File: config.mk
export PLATFORM = sky130hd
export DESIGN_NAME = pkt_gen
export DESIGN_NICKNAME = d
export VERILOG_FILES = /design/src/rtl/pkt_gen_pkg.sv /design/src/rtl/pkt_gen.sv
export SDC_FILE = /design/constraint.sdc
export NUM_CORES = 1
export LEC_CHECK = 0
export BUFFER_PORTS_ARGS = -buffer_cell sky130_fd_sc_hd__buf_2
export CAP_MARGIN = 25
export CORE_MARGIN = 4
export CORE_UTILIZATION = 54
export DETAILED_ROUTE_END_ITERATION = 8
export GPL_TIMING_DRIVEN = 0
export PLACE_DENSITY = 0.75
export RECOVER_POWER = 50
export SLEW_MARGIN = 20
export SYNTH_ARGS = -nofsm -noshare
export SYNTH_HDL_FRONTEND = slang
export SYNTH_SLANG_ARGS = --single-unit
File: constraint.sdc
create_clock -name clk -period 2.44 [get_ports clk]
set_input_delay 0.366 -clock clk [delete_from_list [all_inputs] [get_ports clk]]
set_output_delay 0.366 -clock clk [all_outputs]
set_load 0.02 [all_outputs]
File: src/rtl/pkt_gen_pkg.sv
// Shared definitions for the AXIS packet generator: register map, FSM states
// and register reset values.
package pkt_gen_pkg;

    localparam logic [7:0] ADDR_CTRL   = 8'h00;
    localparam logic [7:0] ADDR_LEN    = 8'h01;
    localparam logic [7:0] ADDR_COUNT  = 8'h02;
    localparam logic [7:0] ADDR_GAP    = 8'h03;
    localparam logic [7:0] ADDR_STATUS = 8'h04;
    localparam logic [7:0] ADDR_SENT   = 8'h05;

    localparam logic [7:0] LEN_RST   = 8'd4;
    localparam logic [7:0] COUNT_RST = 8'd1;
    localparam logic [7:0] GAP_RST   = 8'd0;

    typedef enum logic [1:0] {
        IDLE = 2'd0,
        SEND = 2'd1,
        GAP  = 2'd2
    } state_t;

    // LEN of 0 encodes 256 words; the 8-bit wrap of len-1 yields 255.
    function automatic logic is_last_word(input logic [7:0] idx, input logic [7:0] len);
        return idx == (len - 8'd1);
    endfunction

endpackage

File: src/rtl/pkt_gen.sv
// AXIS packet generator with 8-bit Avalon-MM control slave.
// Optional run-complete interrupt enable is built when PKT_GEN_IRQ_EN is defined.
module pkt_gen
    import pkt_gen_pkg::*;
(
    input  logic        clk,
    input  logic        reset,
    input  logic [7:0]  writedata,
    input  logic        write,
    input  logic        chipselect,
    input  logic [7:0]  address,
    input  logic        read,
    output logic [7:0]  readdata,
    output logic [15:0] tx_tdata,
    output logic        tx_tvalid,
    input  logic        tx_tready,
    output logic        tx_tlast,
    output logic        irq
);

    state_t      state_r, state_nx_s;
    logic [7:0]  len_r, count_r, gap_r;
    logic [7:0]  len_sh_r, count_sh_r, gap_sh_r;
    logic [7:0]  sent_r, gap_cnt_r, first_pkt_s, rd_mux_s;
    logic        done_r, done_nx_s, abort_pend_r;
    logic        tx_tvalid_r, tx_tlast_r, irq_en_s;
    logic [15:0] tx_tdata_r;
    logic [7:0]  readdata_r;
    logic        load_first_s, load_next_s, clr_valid_s, done_set_s, gap_load_s;

    wire         wr_s        = chipselect & write;
    wire         rd_s        = chipselect & read;
    wire         ctrl_wr_s   = wr_s & (address == ADDR_CTRL);
    wire         start_s     = ctrl_wr_s & writedata[0] & ~writedata[1];
    wire         abort_s     = ctrl_wr_s & writedata[1];
    wire         run_start_s = start_s & (state_r == IDLE);
    wire         hs_s        = tx_tvalid_r & tx_tready;
    wire         last_hs_s   = hs_s & tx_tlast_r;
    wire [7:0]   sent_inc_s  = sent_r + 8'd1;
    wire [7:0]   word_inc_s  = tx_tdata_r[7:0] + 8'd1;
    wire         final_s     = (sent_inc_s == count_sh_r) | abort_pend_r | abort_s;

    // Next-state and datapath control decisions.
    always_comb begin
        state_nx_s   = state_r;
        load_first_s = 1'b0;
        load_next_s  = 1'b0;
        clr_valid_s  = 1'b0;
        done_set_s   = 1'b0;
        gap_load_s   = 1'b0;
        first_pkt_s  = sent_r;
        case (state_r)
            IDLE: begin
                if (start_s) begin
                    if (count_r != 8'd0) begin
                        state_nx_s = SEND;
                    end else begin
                        done_set_s = 1'b1;
                    end
                end else begin
                    state_nx_s = IDLE;
                end
            end
            SEND: begin
                if (!tx_tvalid_r) begin
                    load_first_s = 1'b1;
                end else if (last_hs_s) begin
                    if (final_s) begin
                        state_nx_s  = IDLE;
                        clr_valid_s = 1'b1;
                        done_set_s  = 1'b1;
                    end else if (gap_sh_r != 8'd0) begin
                        state_nx_s  = GAP;
                        clr_valid_s = 1'b1;
                        gap_load_s  = 1'b1;
                    end else begin
                        load_first_s = 1'b1;
                        first_pkt_s  = sent_inc_s;
                    end
                end else if (hs_s) begin
                    load_next_s = 1'b1;
                end else begin
                    state_nx_s = SEND;
                end
            end
            GAP: begin
                if (abort_pend_r || abort_s) begin
                    state_nx_s = IDLE;
                    done_set_s = 1'b1;
                end else if (gap_cnt_r == 8'd1) begin
                    state_nx_s   = SEND;
                    load_first_s = 1'b1;
                end else begin
                    state_nx_s = GAP;
                end
            end
            default: state_nx_s = IDLE;
        endcase
    end

    // Sticky done: completion wins over a same-cycle clear.
    always_comb begin
        if (done_set_s) begin
            done_nx_s = 1'b1;
        end else if (run_start_s || (wr_s && (address == ADDR_STATUS))) begin
            done_nx_s = 1'b0;
        end else begin
            done_nx_s = done_r;
        end
    end

`ifdef PKT_GEN_IRQ_EN
    logic irq_en_r, irq_en_nx_s, irq_r;

    // Interrupt enable lives in CTRL bit2 and is rewritten by every CTRL write.
    always_comb begin
        if (ctrl_wr_s) begin
            irq_en_nx_s = writedata[2];
        end else begin
            irq_en_nx_s = irq_en_r;
        end
    end

    // Enable register and registered level interrupt.
    always_ff @(posedge clk or negedge reset) begin
        if (!reset) begin
            irq_en_r <= 1'b0;
            irq_r    <= 1'b0;
        end else begin
            irq_en_r <= irq_en_nx_s;
            irq_r    <= done_nx_s & irq_en_nx_s;
        end
    end

    assign irq_en_s = irq_en_r;
    assign irq      = irq_r;
`else
    assign irq_en_s = 1'b0;
    assign irq      = 1'b0;
`endif

    // Register read multiplexer.
    always_comb begin
        case (address)
            ADDR_CTRL:   rd_mux_s = {5'd0, irq_en_s, 2'd0};
            ADDR_LEN:    rd_mux_s = len_r;
            ADDR_COUNT:  rd_mux_s = count_r;
            ADDR_GAP:    rd_mux_s = gap_r;
            ADDR_STATUS: rd_mux_s = {6'd0, done_r, (state_r != IDLE)};
            ADDR_SENT:   rd_mux_s = sent_r;
            default:     rd_mux_s = 8'd0;
        endcase
    end

    // Software-visible configuration registers.
    always_ff @(posedge clk or negedge reset) begin
        if (!reset) begin
            len_r   <= LEN_RST;
            count_r <= COUNT_RST;
            gap_r   <= GAP_RST;
        end else if (wr_s) begin
            case (address)
                ADDR_LEN:   len_r   <= writedata;
                ADDR_COUNT: count_r <= writedata;
                ADDR_GAP:   gap_r   <= writedata;
                default:    ;
            endcase
        end
    end

    // Run control: state, shadow copies taken at START, progress counters.
    always_ff @(posedge clk or negedge reset) begin
        if (!reset) begin
            state_r      <= IDLE;
            len_sh_r     <= LEN_RST;
            count_sh_r   <= COUNT_RST;
            gap_sh_r     <= GAP_RST;
            sent_r       <= 8'd0;
            done_r       <= 1'b0;
            abort_pend_r <= 1'b0;
            gap_cnt_r    <= 8'd0;
        end else begin
            state_r <= state_nx_s;
            done_r  <= done_nx_s;
            if (run_start_s) begin
                len_sh_r   <= len_r;
                count_sh_r <= count_r;
                gap_sh_r   <= gap_r;
                sent_r     <= 8'd0;
            end else if (last_hs_s) begin
                sent_r <= sent_inc_s;
            end
            if (state_nx_s == IDLE) begin
                abort_pend_r <= 1'b0;
            end else if (abort_s) begin
                abort_pend_r <= 1'b1;
            end
            if (gap_load_s) begin
                gap_cnt_r <= gap_sh_r;
            end else if (state_r == GAP) begin
                gap_cnt_r <= gap_cnt_r - 8'd1;
            end
        end
    end

    // AXIS output register; only advances when empty or on a handshake.
    always_ff @(posedge clk or negedge reset) begin
        if (!reset) begin
            tx_tvalid_r <= 1'b0;
            tx_tlast_r  <= 1'b0;
            tx_tdata_r  <= 16'd0;
        end else if (load_first_s) begin
            tx_tvalid_r <= 1'b1;
            tx_tlast_r  <= is_last_word(8'd0, len_sh_r);
            tx_tdata_r  <= {first_pkt_s, 8'd0};
        end else if (load_next_s) begin
            tx_tlast_r  <= is_last_word(word_inc_s, len_sh_r);
            tx_tdata_r  <= {tx_tdata_r[15:8], word_inc_s};
        end else if (clr_valid_s) begin
            tx_tvalid_r <= 1'b0;
            tx_tlast_r  <= 1'b0;
        end
    end

    // Read data is registered one cycle after the strobe.
    always_ff @(posedge clk or negedge reset) begin
        if (!reset) begin
            readdata_r <= 8'd0;
        end else if (rd_s) begin
            readdata_r <= rd_mux_s;
        end
    end

    assign tx_tvalid = tx_tvalid_r;
    assign tx_tlast  = tx_tlast_r;
    assign tx_tdata  = tx_tdata_r;
    assign readdata  = readdata_r;

endmodule

# [Yosys cells after proc, flatten, opt, wreduce, memory -nomap -nowiden]
# Index checks and enable logic that the tools add are counted.
[totals] regBits=94 in_bits=22
[classes] n_reduce_logical=21 n_eq_ne=11 n_bitwise=12 muxes=58 addsub=4
[op_table] op="8-bit two-way mux" n=10
[op_table] op="8-bit case mux with 5 select lines" n=1
[op_table] op="1-bit two-way mux" n=34
[op_table] op="2-bit two-way mux" n=9
[op_table] op="8-bit by 1-bit adder with 8-bit output (second input constant)" n=2
[op_table] op="8-bit by 1-bit == test with 1-bit output (second input constant)" n=2
[op_table] op="8-bit by 2-bit == test with 1-bit output (second input constant)" n=2
[op_table] op="8-bit by 3-bit == test with 1-bit output (second input constant)" n=2
[op_table] op="8-bit == test" n=2
[op_table] op="8-bit zero test" n=2
[op_table] op="16-bit two-way mux" n=1
[op_table] op="8-bit nonzero test" n=2
[op_table] op="8-bit by 1-bit subtractor with 8-bit output (second input constant)" n=2
[op_table] op="2-bit nonzero test" n=7
[op_table] op="1-bit bitwise AND" n=9
[op_table] op="2-bit AND reduction" n=4
[op_table] op="2-bit case mux with 3 select lines" n=1
[op_table] op="2-bit zero test" n=2
[op_table] op="1-bit case mux with 3 select lines" n=1
[op_table] op="3-bit nonzero test" n=1
[op_table] op="2-bit by 1-bit == test with 1-bit output (second input constant)" n=1
[op_table] op="2-bit == test (second input constant)" n=1
[op_table] op="1-bit logical OR" n=2
[op_table] op="2-bit inequality test (second input constant)" n=1
[op_table] op="4 further kinds" n=5

# [Depth between registers and ports, before layout]
# Gate-level depths: netlist of the first run.
[logic_depth] ltp_word=11 depth_mapped=10 ltp_nobuf=9

# [Worst setup path after synthesis of the first run]
# Ideal clock, no wire load.
[synth_timing] kind="register to register" start="register sent_r[1]" end="register gap_cnt_r[0]" required_ns=2.315 path_buffers=1 path_slack_ns=-0.234 stages_incl_launch_ff=10 arrival_ns=2.549 cell_sequence="dfrtp_1 ha_1 inv_1 or4_4 buf_6 xnor2_4 nor4_4 a21o_2 nand3b_4 mux2_2"
[synth_between] elab_chain_len=9
[synth_rtl] item="start: declaration" line_no="pkt_gen.sv:24" text="logic [7:0] sent_r, gap_cnt_r, first_pkt_s, rd_mux_s;"
[synth_rtl] item="start signal: assignment" line_no="pkt_gen.sv:191" text="sent_r <= sent_inc_s;"
[synth_rtl] item="8-bit by 1-bit adder with 8-bit output *" line_no="pkt_gen.sv:39" text="wire [7:0] sent_inc_s = sent_r + 8'd1;"
[synth_rtl] item="8-bit == test *" line_no="pkt_gen.sv:41" text="wire final_s = (sent_inc_s == count_sh_r) | abort_pend_r | abort_s;"
[synth_rtl] item="1-bit bitwise OR * (2 in series)" line_no="pkt_gen.sv:41"
[synth_rtl] item="1-bit two-way mux *" line_no="pkt_gen.sv:68" text="if (final_s) begin"
[synth_rtl] item="1-bit two-way mux *" line_no="pkt_gen.sv:67" text="end else if (last_hs_s) begin"
[synth_rtl] item="1-bit two-way mux *" line_no="pkt_gen.sv:65" text="if (!tx_tvalid_r) begin"
[synth_rtl] item="1-bit two-way mux *" line_no="pkt_gen.sv:52" text="case (state_r)"
[synth_rtl] item="8-bit two-way mux / 2-bit nonzero test (equally long branches)"
[synth_rtl] item="end signal: assignment" line_no="pkt_gen.sv:199" text="gap_cnt_r <= gap_sh_r;"
[synth_rtl] item="end signal: assignment" line_no="pkt_gen.sv:201" text="gap_cnt_r <= gap_cnt_r - 8'd1;"
[synth_rtl] item="end: declaration" line_no="pkt_gen.sv:24"
# Every way passes the cells marked *; elsewhere a longest branch is shown, timed or not.
# A chain may end at the register's enable or synchronous reset.

# [Worst setup path in the final report of the first run]
[layout_timing] start="register sent_r[0]" end="register gap_cnt_r[7]"
# The elaborated chain is that of the path after synthesis.

==> results of run 1 <==
==> layer usage <==
| metal | part of all wire | GRT usage | vias up |
|---|---|---|---|
| li1 | - | - | 2065 |
| met1 | 0.45 | 0.324 | 2165 |
| met2 | 0.48 | 0.381 | 141 |
| met3 | 0.049 | 0.0241 | 22 |
| met4 | 0.020 | 0.0785 | 0 |
| met5 | 0 | 0 | - |
==> placed cells by master (no fill, tap or decap), types with 4 or more instances in the layout <==
master,n
ha_1,9
clkbuf_8,11
buf_2,46
mux2_4,8
clkbuf_1,22
dfstp_2,4
nor2_2,5
nand3_1,16
mux2_2,31
a21oi_1,9
nor2_1,30
a2bb2oi_2,5
nand4_1,5
inv_1,14
xnor2_1,25
dfrtp_1,87
or2_2,4
a22oi_1,7
a22o_1,7
or3_1,4
nand2_1,101
o21ai_1,6
xor2_1,22
buf_4,18
o21ai_0,20
nor4_1,5
nor3_1,13
==> power by group through the flow <==
stage	Combinational, W	Sequential, W	Clock (W)
after CTS	0.000123	0.00158	0.00102
after detailed placement	0.000121	0.00161	0
final	0.000118	0.00158	0.00101
after global placement	0.000111	0.00161	0
after floorplan	0.0000476	0.00161	0
after global routing	0.000132	0.00158	0.00108
==> through the flow <==
| stage | util | hold slack (ns) | area [sq um] | power [W] |
|---|---|---|---|---|
| 2_1_floorplan | - | 0.0704 | 5340 | 0.00165 |
| 3_3_place_gp | 0.611 | 0.450 | 5730 | 0.00172 |
| 3_5_place_dp | 0.615 | 0.258 | 5760 | 0.00173 |
| 4_1_cts | 0.662 | 0.279 | 6210 | 0.00273 |
| 5_1_grt | 0.675 | 0.277 | 6320 | 0.00279 |
| 6_report | 0.675 | 0.278 | 6320 | 0.00271 |
==> flip-flops by register name (all words and copies together), names as in the netlist <==
signal	count
abort_pend_r	1
gap_r	8
done_r	1
count_sh_r	8
len_sh_r	8
tx_tvalid	1
readdata	8
count_r	8
gap_cnt_r	8
len_r	8
state_r	2
sent_r	8
gap_sh_r	8
tx_tdata	16
tx_tlast	1
==> worst paths after layout <==
kind,startpoint,slack (ns),endpoint,depth (start not counted)
setup reg to reg,sent_r[0],-0.15,gap_cnt_r[7],9
hold / removal,writedata[3],0.28,count_r[3],2
hold reg to reg,count_sh_r[0],0.47,count_sh_r[0],2
min in group asynchronous,reset,0.93,tx_tdata[6],2
max in group asynchronous,reset,0.13,count_r[0],3
setup / recovery,sent_r[0],-0.15,gap_cnt_r[7],9
==> logic make-up after synthesis <==
logic type,after synthesis
other cells,1
mux,41
xor+xnor,50
buf+inv,48
flops,94
fa+ha+maj,10
simple gates,216
compound gates,89
==> cell type report <==
cell class                 instances  area share
inverter                          17      0.0105
clock inverter                     6     0.00851
clock buffer                      10      0.0218
multi-input combinational        407       0.471
tap                              129      0.0255
timing repair buffer              66      0.0675
sequential                        94       0.373
buffer                            29      0.0220
==> worst max-delay path, delay by kind of cell, from the launching register on <==
kind / cells / cell delay [ns]
XOR/XNOR: 1 / 0.16
AND/OR/NAND/NOR: 3 / 1.05
flip-flops: 1 / 0.40
buffers and inverters: 2 / 0.22
AO/OA/AOI/OAI: 1 / 0.15
multiplexers: 1 / 0.33
adder cells (fa/ha/maj): 1 / 0.16
==> repair_timing <==
action                                  4_1_cts  5_1_grt
endpoints found under the setup margin       30       30
gates resized for setup                      31       27
pin swaps                                    13       17
gates cloned                                  1        0
hold buffers                                  1        0
hold endpoints to repair                     28        0
setup buffers                                15        5
==> impl_metrics.tcl, run 1 <==
set metrics [dict create \
    synthCells 549 \
    dpl.hpwl_microns 9460 \
    drt_wl_total_microns 13300 \
    fmax_mhz 385 \
    clock_skew_ns 0.00768 \
    cts_buffers 9 \
    combPwrFrac 0.043 \
    gp_congestion 0.924 \
    multi_input_area_sq_um 2980 \
    ios 49 \
    final.fill_count 775 \
    clockBufferDepth 2 \
    cp-start-kind "register" \
    grt_pass1_wl_microns 21200 \
    synth_fa_ha_area_frac 0.0236 \
    synth.avg_cell_area_sq_um 9.65 \
    syn_to_final_growth_pct 19.4 \
    pwr_density_cell_nw_per_um2 429 \
    syn_nets 581 \
    arrival_ns 2.85 \
    synth_top_area_frac 0.425 \
    synth_edf_count 0 \
    die-area_sq_um 11500 \
    num_antenna_cells 0 \
    clk_pin_slew_worst_paths_ns 0.10 \
    power.switching_w 0.000689 \
    async_flop_share 1.00 \
    start_util 0.565 \
    grt_max_degree 67 \
    regArea_sq_um 2360 \
    rsz0062_at_grt "true" \
    ant_nets 0 \
    end_kind "register" \
    overflow 0 \
    vias 4393 \
    die_w_microns 107 \
    worstPathRequired_ns 2.70 \
    cap_violations 1 \
    hp-class "input pin to register" \
    clkPwrFrac 0.374 \
    fin_ws_ns -0.155 \
    critical_path_class "register to register" \
    grt_pass1_vias 4214 \
    viasPerCell 5.80 \
    p_leak_nw 3.08 \
    ys_seq_elements 94 \
    grt_use_total 0.233 \
    fin_nets 656 \
    port_buffers 45 \
    core_sq_um 9370 \
    ys_top_cells_by_count "nand2_1, dfrtp_1, mux2_2" \
    synth.most_common_cell "nand2_1" \
    power_frac_seq 0.583 \
    fp.dieH_microns 107 \
    violations "capacitance limit, slew limit, setup timing" \
    ys_top_cells_by_area "dfrtp_1, mux2_2, nand2_1" \
    insertion_delay_ns 0.37 \
    antenna_found_initial 0 \
    root_buffer "clkbuf_8" \
    synth_top_family_by_area "simple AND/OR/NAND/NOR gates" \
    slew_headroom -0.0697 \
    fin_tns_setup_ns -2.95 \
    slowest_delay_ns 0.56 \
    min_period_ns 2.59 \
    drtIter0Drc 209 \
    routedWlPerCell_microns 17.5 \
    maxSlewViolCount 30 \
    fin_cells 758 \
    setup_violations 26 \
    ys.flop_type "dfrtp_1" \
    outcome "finished, violations left" \
    htree_levels 3 \
    fin_crit_sh 1.06 \
    ys_seq_area_frac 0.445 \
    drc 0 \
    yosys.area.top_type "dfrtp_1" \
    sw_frac_of_total 0.254 \
    worstPathMaxFanout 8 \
    drtPass1Iterations 5 \
    dp_cells 724 \
    cp_cell_sequence "ha_4 -> inv_4 -> or4_4 -> xnor2_4 -> nor4_4 -> buf_4 -> a21o_2 -> nand3b_4 -> mux2_4" \
    synth_simple_gate_area_frac 0.197 \
    synth_compound_area_frac 0.123 \
    synth-xor-area-share 0.0862 \
    vdd_drop_max_mv 0.243 \
    cp_slowest_cell "or4_4" \
    hold_violations 0 \
    place_ws_ns -0.458 \
    ys_warn_count 0 \
    cts_tree "built" \
    std_cell_rows 35 \
    internal-power_w 0.00202 \
    synthDistinctLibCells 65 \
    worst_pin_slew_ns 1.60 \
    drive_above_1_share 0.299 \
    syn-cell-area_sq_um 5300 \
    muxShareOfSynthArea 0.0867 \
    cts_sinks 94 \
]
(Power assumes the default switching activity.)
==> run 2: changes to the inputs <==
--- a/config.mk
+++ b/config.mk
@@ -7,11 +7,12 @@
 export LEC_CHECK = 0
 export BUFFER_PORTS_ARGS = -buffer_cell sky130_fd_sc_hd__buf_2
 export CAP_MARGIN = 25
+export CORE_ASPECT_RATIO = 1.25
 export CORE_MARGIN = 4
-export CORE_UTILIZATION = 54
+export CORE_UTILIZATION = 60
 export DETAILED_ROUTE_END_ITERATION = 8
 export GPL_TIMING_DRIVEN = 0
-export PLACE_DENSITY = 0.75
+export PLACE_DENSITY = 0.79
 export RECOVER_POWER = 50
 export SLEW_MARGIN = 20
 export SYNTH_ARGS = -nofsm -noshare
==> constraint.sdc (replaced) <==
create_clock -name clk -period 3.1 [get_ports clk]
set_input_delay 0.465 -clock clk [delete_from_list [all_inputs] [get_ports clk]]
set_output_delay 0.465 -clock clk [all_outputs]
set_load 0.02 [all_outputs]
==> run 2 against run 1 <==
  * The run ends with capacitance limit, slew limit left
  * Wire length fell by 7.1%
  * Worst hold slack improved by 0.072 ns
  * Worst setup slack improved by 0.30 ns
  * Combinational power fell by 20%
  * Die area fell by 9.2%
  * Largest cell class unchanged
  * Largest power group unchanged
==> impl_metrics.tcl, run 2 (synthesized netlist as in run 1, its figures left out) <==
set metrics [dict create \
    violations "capacitance limit, slew limit" \
    vdd_drop_max_mv 0.342 \
    core_sq_um 8650 \
    mostFrequentLayoutCell "nand2_1" \
    drive_above_1_share 0.203 \
    fin_crit_sh 0.953 \
    cap_violations 1 \
    place_area_sq_um 5710 \
    outcome "finished, violations left" \
    critPathTopFamily "compound AO/OA/AOI/OAI gates" \
    cts_sinks 94 \
    num_antenna_cells 0 \
    fp.dieH_microns 113 \
    routedWlPerCell_microns 16.8 \
    overflow 0 \
    grt_pass1_vias 4262 \
    largest_register_ffs 16 \
    grt_pass1_wl_microns 20300 \
    std_cell_rows 38 \
    drc 0 \
    slowest_delay_ns 0.67 \
    grt_max_degree 69 \
    gp_congestion 0.920 \
    maxSlewViolCount 27 \
    insertion_delay_ns 0.38 \
    critical_path_class "register to register" \
    slew_headroom -0.0442 \
    ant_nets 0 \
    vias 4280 \
    viasPerCell 5.85 \
    cp_slowest_cell "a2111oi_4" \
    cts_setup_buffers 0 \
    syn_to_final_growth_pct 11.5 \
    grt_use_total 0.249 \
    clk_pin_slew_worst_paths_ns 0.09 \
    clock_skew_ns 0.00899 \
    hold_violations 0 \
    dp_cells 715 \
    fmax_mhz 338 \
    antenna_found_initial 0 \
    hp-class "input pin to register" \
    dpl.hpwl_microns 9300 \
    die_w_microns 92.0 \
    min_period_ns 2.95 \
    setup_violations 0 \
    drtPass1Iterations 5 \
    cp.buffers_inverters 2 \
    port_buffers 45 \
    final_area_sq_um 5910 \
    drtIter0Drc 264 \
    cts_buffers 9 \
    cts_tree "built" \
    drt_wl_total_microns 12300 \
    p_leak_nw 2.86 \
    cp_cell_sequence "ha_1 -> inv_1 -> or4_4 -> buf_6 -> xnor2_4 -> nor4_4 -> a2111oi_4 -> o2bb2ai_1 -> a211oi_2" \
    ios 49 \
    final_cell_mix "nand2_1, dfrtp_1, mux2_2" \
    end_kind "register" \
    start_util 0.612 \
    clockBufferDepth 2 \
    worstPathMaxFanout 10 \
    cp-start-kind "register" \
    htree_levels 3 \
    die-area_sq_um 10400 \
    worst_pin_slew_ns 1.57 \
    fin_nets 639 \
    arrival_ns 3.22 \
    pwr_density_cell_nw_per_um2 362 \
    worstPathRequired_ns 3.36 \
    fin_cells 732 \
    root_buffer "clkbuf_8" \
]
## run 2: worst reg2reg max path: stages (launching register included)
cell,delay (ns)
dfrtp_1,0.48
ha_1,0.29
inv_1,0.13
or4_4,0.50
buf_6,0.15
xnor2_4,0.22
nor4_4,0.08
a2111oi_4,0.67
o2bb2ai_1,0.22
a211oi_2,0.09
## run 2: final timing paths
path                       slack, ns       endpoint           from  cells past startpoint
setup reg to reg                0.15    tx_tdata[8]      sent_r[1]                      9
min in group asynchronous       1.00    tx_tdata[4]          reset                      2
setup / recovery                0.15    tx_tdata[8]      sent_r[1]                      9
max in group asynchronous       1.05     count_r[0]          reset                      3
hold / removal                  0.35       len_r[7]   writedata[7]                      2
hold reg to reg                 0.47  count_sh_r[0]  count_sh_r[0]                      2
## run 2: where the power goes
group / total [W] / internal [W] / switching (W)
Clock: 0.000800 / 0.000342 / 0.000458
Sequential: 0.00124 / 0.00123 / 0.00000947
Combinational: 0.0000943 / 0.0000338 / 0.0000605
Total: 0.00214 / 0.00161 / 0.000528
## run 2: routing by layer
metal,wire length [microns],GRT usage,up-vias
met3,598,0.0359,39
met4,581,0.157,0
met2,5950,0.408,169
li1,-,-,2018
met5,0,0,-
met1,5190,0.310,2054
## run 2: per-stage QoR
step | setup TNS, ns | util | hold slack (ns) | total power, W | setup WS (ns)
after floorplan | 0 | - | 0.169 | 0.00130 | 0.426
after global placement | 0 | 0.655 | 0.450 | 0.00135 | 0.0285
after detailed placement | -0.0221 | 0.659 | 0.350 | 0.00136 | -0.0221
after CTS | 0 | 0.684 | 0.337 | 0.00216 | 0.0649
after global routing | -0.0000560 | 0.682 | 0.338 | 0.00222 | -0.0000560
final | 0 | 0.682 | 0.351 | 0.00214 | 0.146
## run 2: what timing repair did
action | in CTS | in global routing
gates resized for setup | 1 | 4
endpoints found under the setup margin | 1 | 25
hold buffers | 1 | 0
pin swaps | 0 | 2
hold endpoints to repair | 26 | 0
## run 2: area by class of cell
class	count	area [sq um]
clock inverters	5	41.3
repair buffers	47	246
flip-flops and latches	94	2360
fillers	689	2750
multi-input cells	407	2760
well taps	120	150
inverters	17	63.8
clock buffers	11	151
plain buffers	31	135
